$ cat config.mk
export PLATFORM = sky130hd
export DESIGN_NAME = mixcol_state_engine
export DESIGN_NICKNAME = d
export VERILOG_FILES = /design/src/rtl/mixcol_state_engine.sv
export SDC_FILE = /design/constraint.sdc
export NUM_CORES = 1
export LEC_CHECK = 0
export BUFFER_PORTS_ARGS = -buffer_cell sky130_fd_sc_hd__buf_4
export CORE_MARGIN = 4
export CORE_UTILIZATION = 45
export CTS_CLUSTER_DIAMETER = 50
export CTS_CLUSTER_SIZE = 12
export DETAILED_ROUTE_END_ITERATION = 12
export MAX_ROUTING_LAYER = met4
export PLACE_DENSITY = 0.7
export SYNTH_ARGS = -nofsm -noshare
export SYNTH_HDL_FRONTEND = slang
export SYNTH_SLANG_ARGS = --single-unit
$ cat constraint.sdc
create_clock -name clk -period 8.5 [get_ports clk]
set_clock_uncertainty 0.05 [all_clocks]
set_input_delay 0.85 -clock clk [delete_from_list [all_inputs] [get_ports clk]]
set_output_delay 0.85 -clock clk [all_outputs]
set_load 0.005 [all_outputs]
$ cat src/rtl/mixcol_state_engine.sv
// Column-serial AES MixColumns / InvMixColumns engine.
// One 32-bit column is transformed in place per cycle, with a valid/ready handshake on each side.
module mixcol_state_engine #(
    parameter int NCOL = 4
) (
    input  logic                  clk,
    input  logic                  reset,
    input  logic                  in_valid,
    output logic                  in_ready,
    input  logic                  control,
    input  logic [32*NCOL-1:0]    state_in,
    output logic                  out_valid,
    input  logic                  out_ready,
    output logic [32*NCOL-1:0]    state_out,
    output logic                  busy
);

    localparam int CW = $clog2(NCOL);

    typedef enum logic [1:0] {
        IDLE,
        BUSY,
        DONE
    } state_t;

    state_t              state_reg;
    logic [CW-1:0]       col_cnt_reg;
    logic [32*NCOL-1:0]  work_reg;
    logic [32*NCOL-1:0]  work_next;
    logic                mode_reg;
    logic                in_ready_reg;
    logic                out_valid_reg;

    logic [31:0]         cols [NCOL];
    logic [31:0]         cur_col;
    logic [7:0]          a [4];
    logic [31:0]         mix_col;
    logic [31:0]         inv_col;
    logic [31:0]         new_col;

    function automatic logic [7:0] xt(input logic [7:0] b);
        return {b[6:0], 1'b0} ^ (b[7] ? 8'h1b : 8'h00);
    endfunction

    // Multiply by a 4-bit constant via the xtime chain b, 2b, 4b, 8b.
    function automatic logic [7:0] gmul(input logic [7:0] b, input logic [3:0] k);
        logic [7:0] p2;
        logic [7:0] p4;
        logic [7:0] p8;
        p2 = xt(b);
        p4 = xt(p2);
        p8 = xt(p4);
        return (k[0] ? b : 8'h00) ^ (k[1] ? p2 : 8'h00) ^
               (k[2] ? p4 : 8'h00) ^ (k[3] ? p8 : 8'h00);
    endfunction

    generate
        for (genvar gi = 0; gi < NCOL; gi++) begin : g_cols
            assign cols[gi] = work_reg[32*(NCOL-1-gi) +: 32];
            assign work_next[32*(NCOL-1-gi) +: 32] =
                (col_cnt_reg == CW'(gi)) ? new_col : work_reg[32*(NCOL-1-gi) +: 32];
        end
    endgenerate

    assign cur_col = cols[col_cnt_reg];

    // Row gi of each matrix is the base row rotated right by gi bytes.
    generate
        for (genvar gi = 0; gi < 4; gi++) begin : g_rows
            assign a[gi] = cur_col[31-8*gi -: 8];
            assign mix_col[31-8*gi -: 8] = gmul(a[gi], 4'h2) ^ gmul(a[(gi+1)%4], 4'h3) ^
                                           a[(gi+2)%4] ^ a[(gi+3)%4];
            assign inv_col[31-8*gi -: 8] = gmul(a[gi], 4'he) ^ gmul(a[(gi+1)%4], 4'hb) ^
                                           gmul(a[(gi+2)%4], 4'hd) ^ gmul(a[(gi+3)%4], 4'h9);
        end
    endgenerate

    assign new_col = mode_reg ? mix_col : inv_col;

    always_ff @(posedge clk or negedge reset) begin
        if (!reset) begin
            state_reg     <= IDLE;
            col_cnt_reg   <= '0;
            work_reg      <= '0;
            mode_reg      <= 1'b0;
            in_ready_reg  <= 1'b0;
            out_valid_reg <= 1'b0;
        end else begin
            case (state_reg)
                IDLE: begin
                    in_ready_reg <= 1'b1;
                    if (in_valid && in_ready_reg) begin
                        work_reg     <= state_in;
                        mode_reg     <= control;
                        col_cnt_reg  <= '0;
                        in_ready_reg <= 1'b0;
                        state_reg    <= BUSY;
                    end
                end
                BUSY: begin
                    work_reg    <= work_next;
                    col_cnt_reg <= col_cnt_reg + 1'b1;
                    if (col_cnt_reg == CW'(NCOL-1)) begin
                        out_valid_reg <= 1'b1;
                        state_reg     <= DONE;
                    end
                end
                DONE: begin
                    if (out_ready) begin
                        out_valid_reg <= 1'b0;
                        in_ready_reg  <= 1'b1;
                        state_reg     <= IDLE;
                    end
                end
                default: begin
                    in_ready_reg  <= 1'b0;
                    out_valid_reg <= 1'b0;
                    state_reg     <= IDLE;
                end
            endcase
        end
    end

    assign in_ready  = in_ready_reg;
    assign out_valid = out_valid_reg;
    assign state_out = out_valid_reg ? work_reg : '0;
    assign busy      = (state_reg != IDLE);

endmodule

Word level (Yosys, flattened, before mapping)
Cells that the tools add are included.
{"block": "word_totals", "ff_bits": 135, "inputBits": 133, "wordCells": 138}
{"block": "op_classes", "n_mux": 35, "n_addsub": 1, "bitwise_logic": 67, "eq_ne": 11, "magnitude_cmp": 1, "reduce_logical": 14}
{"operator": "$xor 8x8->8", "n": 58}
{"operator": "$mux 128", "n": 2}
{"operator": "$pmux 128 s2", "n": 1}
{"operator": "$mux 32", "n": 7}
{"operator": "$bmux 32 s2", "n": 1}
{"operator": "$mux 5", "n": 12}
{"operator": "$xor 8x5->8", "n": 6}
{"operator": "$reduce_and 3->1", "n": 6}
{"operator": "$ne 2x2->1 const B", "n": 6}
{"operator": "$mux 2", "n": 4}
{"operator": "$eq 2x2->1 const B", "n": 3}
{"operator": "$pmux 1 s3", "n": 2}
{"operator": "$pmux 2 s3", "n": 1}
{"operator": "$reduce_and 2->1", "n": 3}
{"operator": "$eq 2x1->1 const B", "n": 2}
{"operator": "$logic_not 2->1", "n": 2}
{"operator": "$mux 1", "n": 4}
{"operator": "$pmux 2 s2", "n": 1}
{"operator": "$reduce_bool 2->1", "n": 2}
{"operator": "$ge 3x3->1 const B", "n": 1}
{"operator": "$not 2->3", "n": 1}
{"operator": "$add 2x1->2 const B", "n": 1}
{"operator": "$not 1->1", "n": 2}
{"operator": "$logic_and 1x1->1", "n": 1}

Depth between registers and ports, before layout
Gate-level depths: netlist of run 1.
{"block": "depth", "depth_word": 17, "ltp_mapped": 13}

Worst setup path before layout of run 1
OpenSTA, ideal clock, no wires.
{"block": "synth_timing", "path_kind": "register to register", "from": "register col_cnt_reg[0]", "to": "register work_reg[117] (netlist: cols[117])", "synth_period_minus_slack_ps": 3211, "required_ps": 8332, "path_stages_with_launch": 12, "arrival_ps": 3043, "path_slack_ps": 5289, "cell_sequence": "dfrtp_1 > buf_6 > buf_12 > mux4_2 > buf_2 > xnor3_2 > xor2_2 > xnor3_1 > xor2_1 > mux2i_2 > a21oi_1 > a21o_1"}
{"block": "synth_via", "elab_chain_cells": 15}
{"element": "start: declaration", "line": "27", "text": "logic [CW-1:0] col_cnt_reg;"}
{"element": "start signal: assignment", "line": "102", "text": "col_cnt_reg <= col_cnt_reg + 1'b1;"}
{"element": "$not 2->3 (not written as such)", "line": "65", "text": "assign cur_col = cols[col_cnt_reg];"}
{"element": "$bmux 32 s2", "line": "65"}
{"element": "$mux 32 (not written as such) (2 in a row)", "line": "65"}
{"element": "$mux 5 / $xor 8x8->8 (equally long branches)", "line": "42", "text": "return {b[6:0], 1'b0} ^ (b[7] ? 8'h1b : 8'h00);"}
{"element": "$xor 8x8->8 / $mux 5 (equally long branches)", "line": "42"}
{"element": "$xor 8x5->8", "line": "42"}
{"element": "$xor 8x8->8, or another cell as far along", "line": "53", "text": "return (k[0] ? b : 8'h00) ^ (k[1] ? p2 : 8'h00) ^"}
{"element": "$xor 8x8->8", "line": "54", "text": "(k[2] ? p4 : 8'h00) ^ (k[3] ? p8 : 8'h00);"}
{"element": "$xor 8x8->8 (2 in a row)", "line": "73", "text": "assign inv_col[31-8*gi -: 8] = gmul(a[gi], 4'he) ^ gmul(a[(gi+1)%4], 4'hb) ^"}
{"element": "$xor 8x8->8", "line": "74", "text": "gmul(a[(gi+2)%4], 4'hd) ^ gmul(a[(gi+3)%4], 4'h9);"}
{"element": "$mux 32", "line": "78", "text": "assign new_col = mode_reg ? mix_col : inv_col;"}
{"element": "$mux 32", "line": "61", "text": "(col_cnt_reg == CW'(gi)) ? new_col : work_reg[32*(NCOL-1-gi) +: 32];"}
{"element": "$pmux 128 s2", "line": "89", "text": "case (state_reg)"}
{"element": "end signal: assignment", "line": "93", "text": "work_reg <= state_in;"}
{"element": "end signal: assignment", "line": "101", "text": "work_reg <= work_next;"}
{"element": "end: declaration", "line": "28", "text": "logic [32*NCOL-1:0] work_reg;"}
Several ways; a longest one is shown, not always the timed one. The select of a mux whose other input is x is not followed.
A chain may end at the register's enable or synchronous reset.

Final worst setup path of run 1
{"block": "layout_timing", "from": "register col_cnt_reg[0]", "to": "register work_reg[106] (netlist: cols[106])"}
{"block": "layout_via", "elab_chain_cells": 15}
{"element": "$not 2->3 (not written as such)", "line": "65"}
{"element": "$bmux 32 s2", "line": "65"}
{"element": "$mux 32 (not written as such) (2 in a row)", "line": "65"}
{"element": "$mux 5, or another cell as far along", "line": "42"}
{"element": "$xor 8x8->8, or another cell as far along", "line": "42"}
{"element": "$xor 8x5->8 / $xor 8x8->8 (equally long branches)", "line": "42"}
{"element": "$xor 8x8->8, or another cell as far along", "line": "53"}
{"element": "$xor 8x8->8", "line": "54"}
{"element": "$xor 8x8->8 (2 in a row)", "line": "73"}
{"element": "$xor 8x8->8", "line": "74"}
{"element": "$mux 32", "line": "78"}
{"element": "$mux 32", "line": "61"}
{"element": "$pmux 128 s2", "line": "89"}
Several ways; a longest one is shown, not always the timed one. The select of a mux whose other input is x is not followed.

==> run metrics, run 1 <==
Num Clock Sinks=135; Post-synth EDFFs=0; number of global-route vias before repair=9,428; Post-Syn Area=10,060 µm²; Pre-Repair DR Iteration Count=5; die area=around 25,000 µm²; nets=1,426; Crit-path slowest cell=mux4_2; ys async rst share=100.0%; largest net degree at the start of global routing=86; Die W=157.5 µm; initial antenna violation count=0; CP max FO=30; multiplexer area fraction after synthesis=7.613%; main flop type after synthesis=dfrtp_1; Fill cells=1,933; CTS tree=built; Clock transition at path regs=0.06 ns; WP buf/inv=1; Slew Limit Fails=0; Final Hold Viols=0; XOR/XNOR Fraction of Synth Area=around 23%; largest family of logic cells by synthesized area=XOR/XNOR gates; layout cells sized above 1=29.49%; DR WL/cell=between 20 and 25 µm; WL met2=approximately 17,000 µm; Synthesis Warnings=0; post-synthesis sequential area ratio=between 30 and 40%; library cells used by synthesis=50; Slew @ Worst Pin=0.9938 ns; overall routed net length=33,750 µm; status=complete, no violations; CP Cell Sequence=buf_4 > mux4_2 > xnor2_4 > xnor3_1 > xnor2_1 > xnor2_1 > nor2_1 > a211oi_1 > o21ai_0; Slew Limit Headroom=between 30% and 40%; CP Class=flop to flop; Rows=between 50 and 60; simple-gate share of the synthesized area=16.44%; CORE AREA=21,890 µm²; Die Span Y=157.5 µm; GRT overflow=0; Critical Path End Type=flop; Layout area overhead=27.16%; worst skew pair latency=0.43 ns; fin crit period=4.323 ns; fmax=231.3 MHz; Iter 0 DRT Violations=618; met3 WL post-DR=2534 µm; Adder-Cell Fraction of Synth Area=0.4976%; CP max stage delay=0.70 ns; first-pass GRT wire length=51,800 µm; dpl hpwl=roughly 24,000 µm; Worst Hold Class=input pin to async pin; Antenna Nets Post-Route=0; Synth Instances=1,074; final setup fails=0; final setup TNS=0 ns; CP top delay family=XOR/XNOR gates; most frequent CP cell=xnor2_1; num ports=around 260; Max-Cap Viols=0; Crit path required time=8.72 ns; top cell type's share of synthesized area=about a third; IO Port Bufs=263; final worst-path cycle share=50.85%; routability cong.=between 0.9 and 1; max reg flops=128; CP startpoint kind=flop; DRT met1 WL=about 14,000 µm; Hold-fix buffers, CTS=0; clock buffer depth=2; Total GRT Usage=between 20% and 30%; ANT cells=0; RSZ-0062 raised after global routing=false; Arrival @ worst endpoint=4.54 ns; compound-cell area share of the yosys netlist=14.84%; Seq cells post-synth=135; Highest Signal Layer=met4; setup bufs post-CTS=0; number of CTS-inserted buffers=17; Root Buffer=clkbuf_16; residual DRC count=0; vias=9,059; area leader, netlist=dfrtp_1; ranking of synthesized cells by area=dfrtp_1 34%, xnor2_1 10%, and2_1 8.0%; Max H-tree Level=4; drt via density=5.726; Mean Syn Cell Area=9.365 µm²; Starting Density=45.95%; PostCTS Resize Cnt=0; Syn Nets=1,211
-- Yosys cell counts (all sizes together) (9+ instances only) --
| library cell | count |
|---|---|
| a21oi | 90 |
| and2 | 129 |
| buf | 19 |
| clkbuf | 63 |
| dfrtp | 135 |
| mux4 | 32 |
| nand2 | 104 |
| nor2 | 55 |
| o21ai | 150 |
| o31ai | 9 |
| or3 | 23 |
| xnor2 | 134 |
| xnor3 | 14 |
| xor2 | 58 |
-- path summary, 6_finish.rpt --
kind	cells past startpoint	start	end	slack (ns)
worst max-delay path	9	col_cnt_reg[0]	cols[106]	4.18
worst min-delay path	1	reset	cols[9]	0.33
worst max register to register	9	col_cnt_reg[0]	cols[106]	4.18
worst min register to register	2	cols[107]	cols[107]	0.45
max in group asynchronous	2	reset	col_cnt_reg[0]	6.65
min in group clk	2	cols[107]	cols[107]	0.45
-- cell type report --
class	count	area, µm²	area share, %
clock buffers	21	460.4	3.600
inverters	3	11.26	0.08805
repair buffers	278	2091	16.35
well taps	280	350.3	2.739
multi-input cells	854	6299	49.25
flip-flops and latches	135	3382	26.44
clock inverters	11	196.4	1.536
-- kinds of logic after synthesis --
family,after synthesis
and+or+nand+nor,326
AOI/OAI and AO/OA,279
xor gates and xnor gates,209
DFF,135
buffers and inverters,85
muxes,36
adders and majority gates,4
-- stage by stage --
stage	instance area, µm²	cells	worst slack (ns)	hold WS (ns)	util [%]
finish	12790	1582	4.177	0.3326	58.42
global route	12790	1582	3.894	0.3752	58.42
CTS	12790	1582	4.144	0.3623	58.42
detailed placement	12130	1550	4.173	0.4376	55.42
global placement	12130	1550	4.215	0.4265	55.42
floorplan	10060	1074	5.289	0.4076	-
-- layer usage --
layer / GRT usage, % / up-vias
li1: - / 4089
met1: 36.64 / 4456
met2: 44.25 / 447
met3: 5.004 / 67
met4: 8.275 / 0
met5: - / -
-- placed cells by master, fill, tap and decap left out, types with 4 or more instances in the layout --
cell       count
a21o_1         8
a21oi_1       85
a21oi_2        5
a31oi_1        8
and2_1       129
and3_1         6
buf_4        277
bufinv_16      5
clkbuf_16     17
dfrtp_1      132
ha_1           4
mux4_2        32
nand2_1      104
nor2_1        51
o21ai_0      110
o21ai_1       39
o22ai_1        6
o31ai_1        9
or3_1         23
xnor2_1      116
xnor2_2       12
xnor2_4        6
xnor3_1       13
xor2_1        53
xor2_2         5
Power of run 1 is not shown: default switching activity piles up to over one toggle a cycle in this logic, so the estimate is an artifact.
==> inputs of run 2 (changes only) <==
ABC_AREA = 1   (was default)
clock period = 3.5 ns   (was 8.5 ns; I/O delays follow)
==> run 2 against run 1 <==
  * First-iteration DRC count rose to 3.1 times the previous value
  * Routed wire length rose by 87%
  * Via count rose by 79%
  * Critical path depth rose by 9
  * Area after synthesis rose by 37%
  * Utilization barely moved
  * Sequential share of layout area fell by 7.1 points
  * Highest routed layer unchanged
==> run metrics, run 2 <==
status=complete, no violations (unchanged); Root Buffer=clkbuf_16 (unchanged); ranking of synthesized cells by area=dfrtp_1 24%, nand2_1 22%, a21oi_1 9.1% (was dfrtp_1 34%, xnor2_1 10%, and2_1 8.0%); main flop type after synthesis=dfrtp_1 (unchanged); RSZ-0062 raised after global routing=false (unchanged); Post-Syn Area=13,810 µm² (was 10,060 µm²); Seq cells post-synth=135 (unchanged); most frequent CP cell=nand2_1 (was xnor2_1); Arrival @ worst endpoint=3.69 ns (was 4.54 ns); routability cong.=1.073 (was 0.9175); IO Port Bufs=263 (unchanged); Final Hold Viols=0 (unchanged); first-pass GRT wire length=93,720 µm (was 51,800 µm); simple-gate share of the synthesized area=38.05% (was 16.44%); Syn Nets=2,346 (was 1,211); most frequent cells in the layout=821 x nand2_1, 389 x buf_4, 247 x a21oi_1 (was 277 x buf_4, 132 x dfrtp_1, 129 x and2_1); CP max FO=27 (was 30); die area=33,550 µm² (was 24,810 µm²); non-filler cells, final=2,937 (was 1,582); CP Cell Sequence=inv_4 > buf_12 > nand3_1 > nand2_1 > buf_4 > nand2_1 > nand2_2 > nand2_1 > nand2_2 > inv_2 > or2_1 > nand2_1 > nand2_1 > nand3b_1 > nand3_1 > nand2_1 > nand2_1 > a21oi_1 (was buf_4 > mux4_2 > xnor2_4 > xnor3_1 > xnor2_1 > xnor2_1 > nor2_1 > a211oi_1 > o21ai_0); Synthesis Warnings=0 (unchanged); compound-cell area share of the yosys netlist=11.66% (was 14.84%); fin crit period=3.388 ns (was 4.323 ns); Crit path required time=3.80 ns (was 8.72 ns); Fin Hold WS=0.07260 ns (was 0.3326 ns); Max H-tree Level=4 (unchanged); Slew Limit Headroom=24.46% (was 33.50%); number of global-route vias before repair=15.27k (was 9,428); Num Clock Sinks=135 (unchanged); Max-Cap Viols=0 (unchanged); Synth Instances=2,209 (was 1,074); most used routing layer=met2 (unchanged); fmax=295.2 MHz (was 231.3 MHz); Storage cell area=3385 µm² (was 3382 µm²); largest net degree at the start of global routing=90 (was 86); Iter 0 DRT Violations=1,936 (was 618); Die W=183.2 µm (was 157.5 µm); Die Span Y=183.2 µm (was 157.5 µm); Post-synth EDFFs=0 (unchanged); Critical Path End Type=flop (unchanged); ANT cells=0 (unchanged); overall routed net length=63,200 µm (was 33,750 µm); XOR/XNOR Fraction of Synth Area=15.29% (was 22.98%); area leader, netlist=dfrtp_1 (unchanged); Slew Limit Fails=0 (unchanged); Total GRT Usage=37.80% (was 27.82%); top cell type's share of synthesized area=24.47% (was 33.59%); clock buffer depth=2 (unchanged); drt via density=5.513 (was 5.726); GRT overflow=0 (unchanged); Starting Density=46.10% (was 45.95%); placed insts=2,904 (was 1,550); post-synthesis sequential area ratio=24.47% (was 33.59%); nets=2,671 (was 1,426); top post-synthesis cells by count=821 x nand2_1, 250 x a21oi_1, 205 x inv_1 (was 135 x dfrtp_1, 129 x and2_1, 116 x xnor2_1); area of the multi-input gates=9074 µm² (was 6299 µm²); final worst-path cycle share=96.79% (was 50.85%); worst skew pair latency=0.44 ns (was 0.43 ns); CP startpoint kind=flop (unchanged); largest family of logic cells by synthesized area=simple AND/OR/NAND/NOR gates (was XOR/XNOR gates); CP Class=flop to flop (unchanged); Crit-path slowest cell=dfrtp_2 (was mux4_2); DR WL/cell=21.52 µm (was 21.34 µm); Slew @ Worst Pin=1.132 ns (was 0.9938 ns); met3 Use GR=5.573% (was 5.004%); final setup fails=0 (unchanged); setup bufs post-CTS=0 (unchanged); Pre-Repair DR Iteration Count=6 (was 5); initial antenna violation count=0 (unchanged); Worst Hold Class=input pin to flop (was input pin to async pin); num ports=264 (unchanged); Fill cells=2,964 (was 1,933); top-count cell post-synth=nand2_1 (was dfrtp_1); met2 GRT Util=58.86% (was 44.25%); final setup margin=0.1124 ns (was 4.177 ns); Clock transition at path regs=0.06 ns (about the same); residual DRC count=0 (unchanged); CP max stage delay=0.43 ns (was 0.70 ns); CTS tree=built (unchanged); vias=16.19k (was 9,059); library cells used by synthesis=45 (was 50); max reg flops=128 (unchanged); met1 usage=50.27% (was 36.64%); ys async rst share=100.0% (unchanged); pre-CTS setup slack=0.1767 ns (was 4.173 ns); Mean Syn Cell Area=6.251 µm² (was 9.365 µm²); Antenna Nets Post-Route=0 (unchanged); Layout area overhead=26.72% (was 27.16%); final setup TNS=0 ns (unchanged); CORE AREA=29,950 µm² (was 21,890 µm²); Adder-Cell Fraction of Synth Area=0.3625% (was 0.4976%); Rows=63 (was 54); multiplexer area fraction after synthesis=0% (was 7.613%); commonest non-fill, non-tap cell in the layout=nand2_1 (was buf_4); layout cells sized above 1=23.79% (was 29.49%); dpl hpwl=49,760 µm (was 24,180 µm); number of CTS-inserted buffers=17 (unchanged)
==> run 2: cell count changes after synthesis, moves of 23 or more <==
cell,previous run,this run
a21oi_1,89,250
and2_1,129,0
inv_1,3,205
mux4_2,32,0
nand2_1,104,821
nand2_2,0,78
nand3_1,3,154
nor2_1,51,144
o21ai_0,110,22
o21ai_1,39,4
or3_1,23,0
xnor2_1,116,51
xor2_1,53,137
==> run 2: final timing paths <==
path / to / startpoint / slack (ns) / depth (start not counted)
worst min-delay path: state_reg[1] / out_ready / 0.07 / 2
max in group asynchronous: cols[112] / reset / 2.12 / 3
min in group asynchronous: cols[66] / reset / 0.39 / 2
worst max register to register: cols[48] / col_cnt_reg[1] / 0.11 / 18
worst max-delay path: cols[48] / col_cnt_reg[1] / 0.11 / 18
worst min register to register: cols[112] / cols[112] / 0.52 / 2
==> run 2: kinds of logic (layout without fill, tap and decap cells) <==
group,after synthesis,after routing
DFF,135,135
AOI/OAI and AO/OA,303,303
and+or+nand+nor,1238,1238
xor gates and xnor gates,212,212
buffers and inverters,317,655
adders and majority gates,4,4
==> run 2: stage by stage <==
| step | util (%) | area, µm² |
|---|---|---|
| floorplan | - | 13810 |
| global placement | 56.44 | 16910 |
| detailed placement | 56.44 | 16910 |
| CTS | 58.41 | 17500 |
| global route | 58.42 | 17500 |
| finish | 58.42 | 17500 |
==> run 2: critical path: cells and delay by family, from the launching register on <==
family	cells	cell delay, ns
AO/OA/AOI/OAI	1	0.18
buffers and inverters	4	0.82
flip-flops	1	0.43
AND/OR/NAND/NOR	13	1.82
==> run 2: routing by layer <==
layer	part of all wire, %	vias to the layer above
li1	-	7501
met1	41	7610
met2	46	961
met3	9.4	121
met4	4.2	0
met5	0	-
==> run 2: what timing repair did <==
item	CTS	global route
gates resized for setup	0	1
endpoints found under the setup margin	0	16
hold buffers	1	0
hold endpoints to repair	52	0
==> run 2: final cells by class <==
class | instances | share of cell area (%)
Clock buffer | 18 | 2.510
Clock inverter | 14 | 0.8080
Inverter | 223 | 4.855
Multi-Input combinational cell | 1757 | 51.86
Sequential cell | 135 | 19.34
Tap cell | 390 | 2.789
Timing Repair Buffer | 400 | 17.84
Power of run 2 is left out for the same reason.
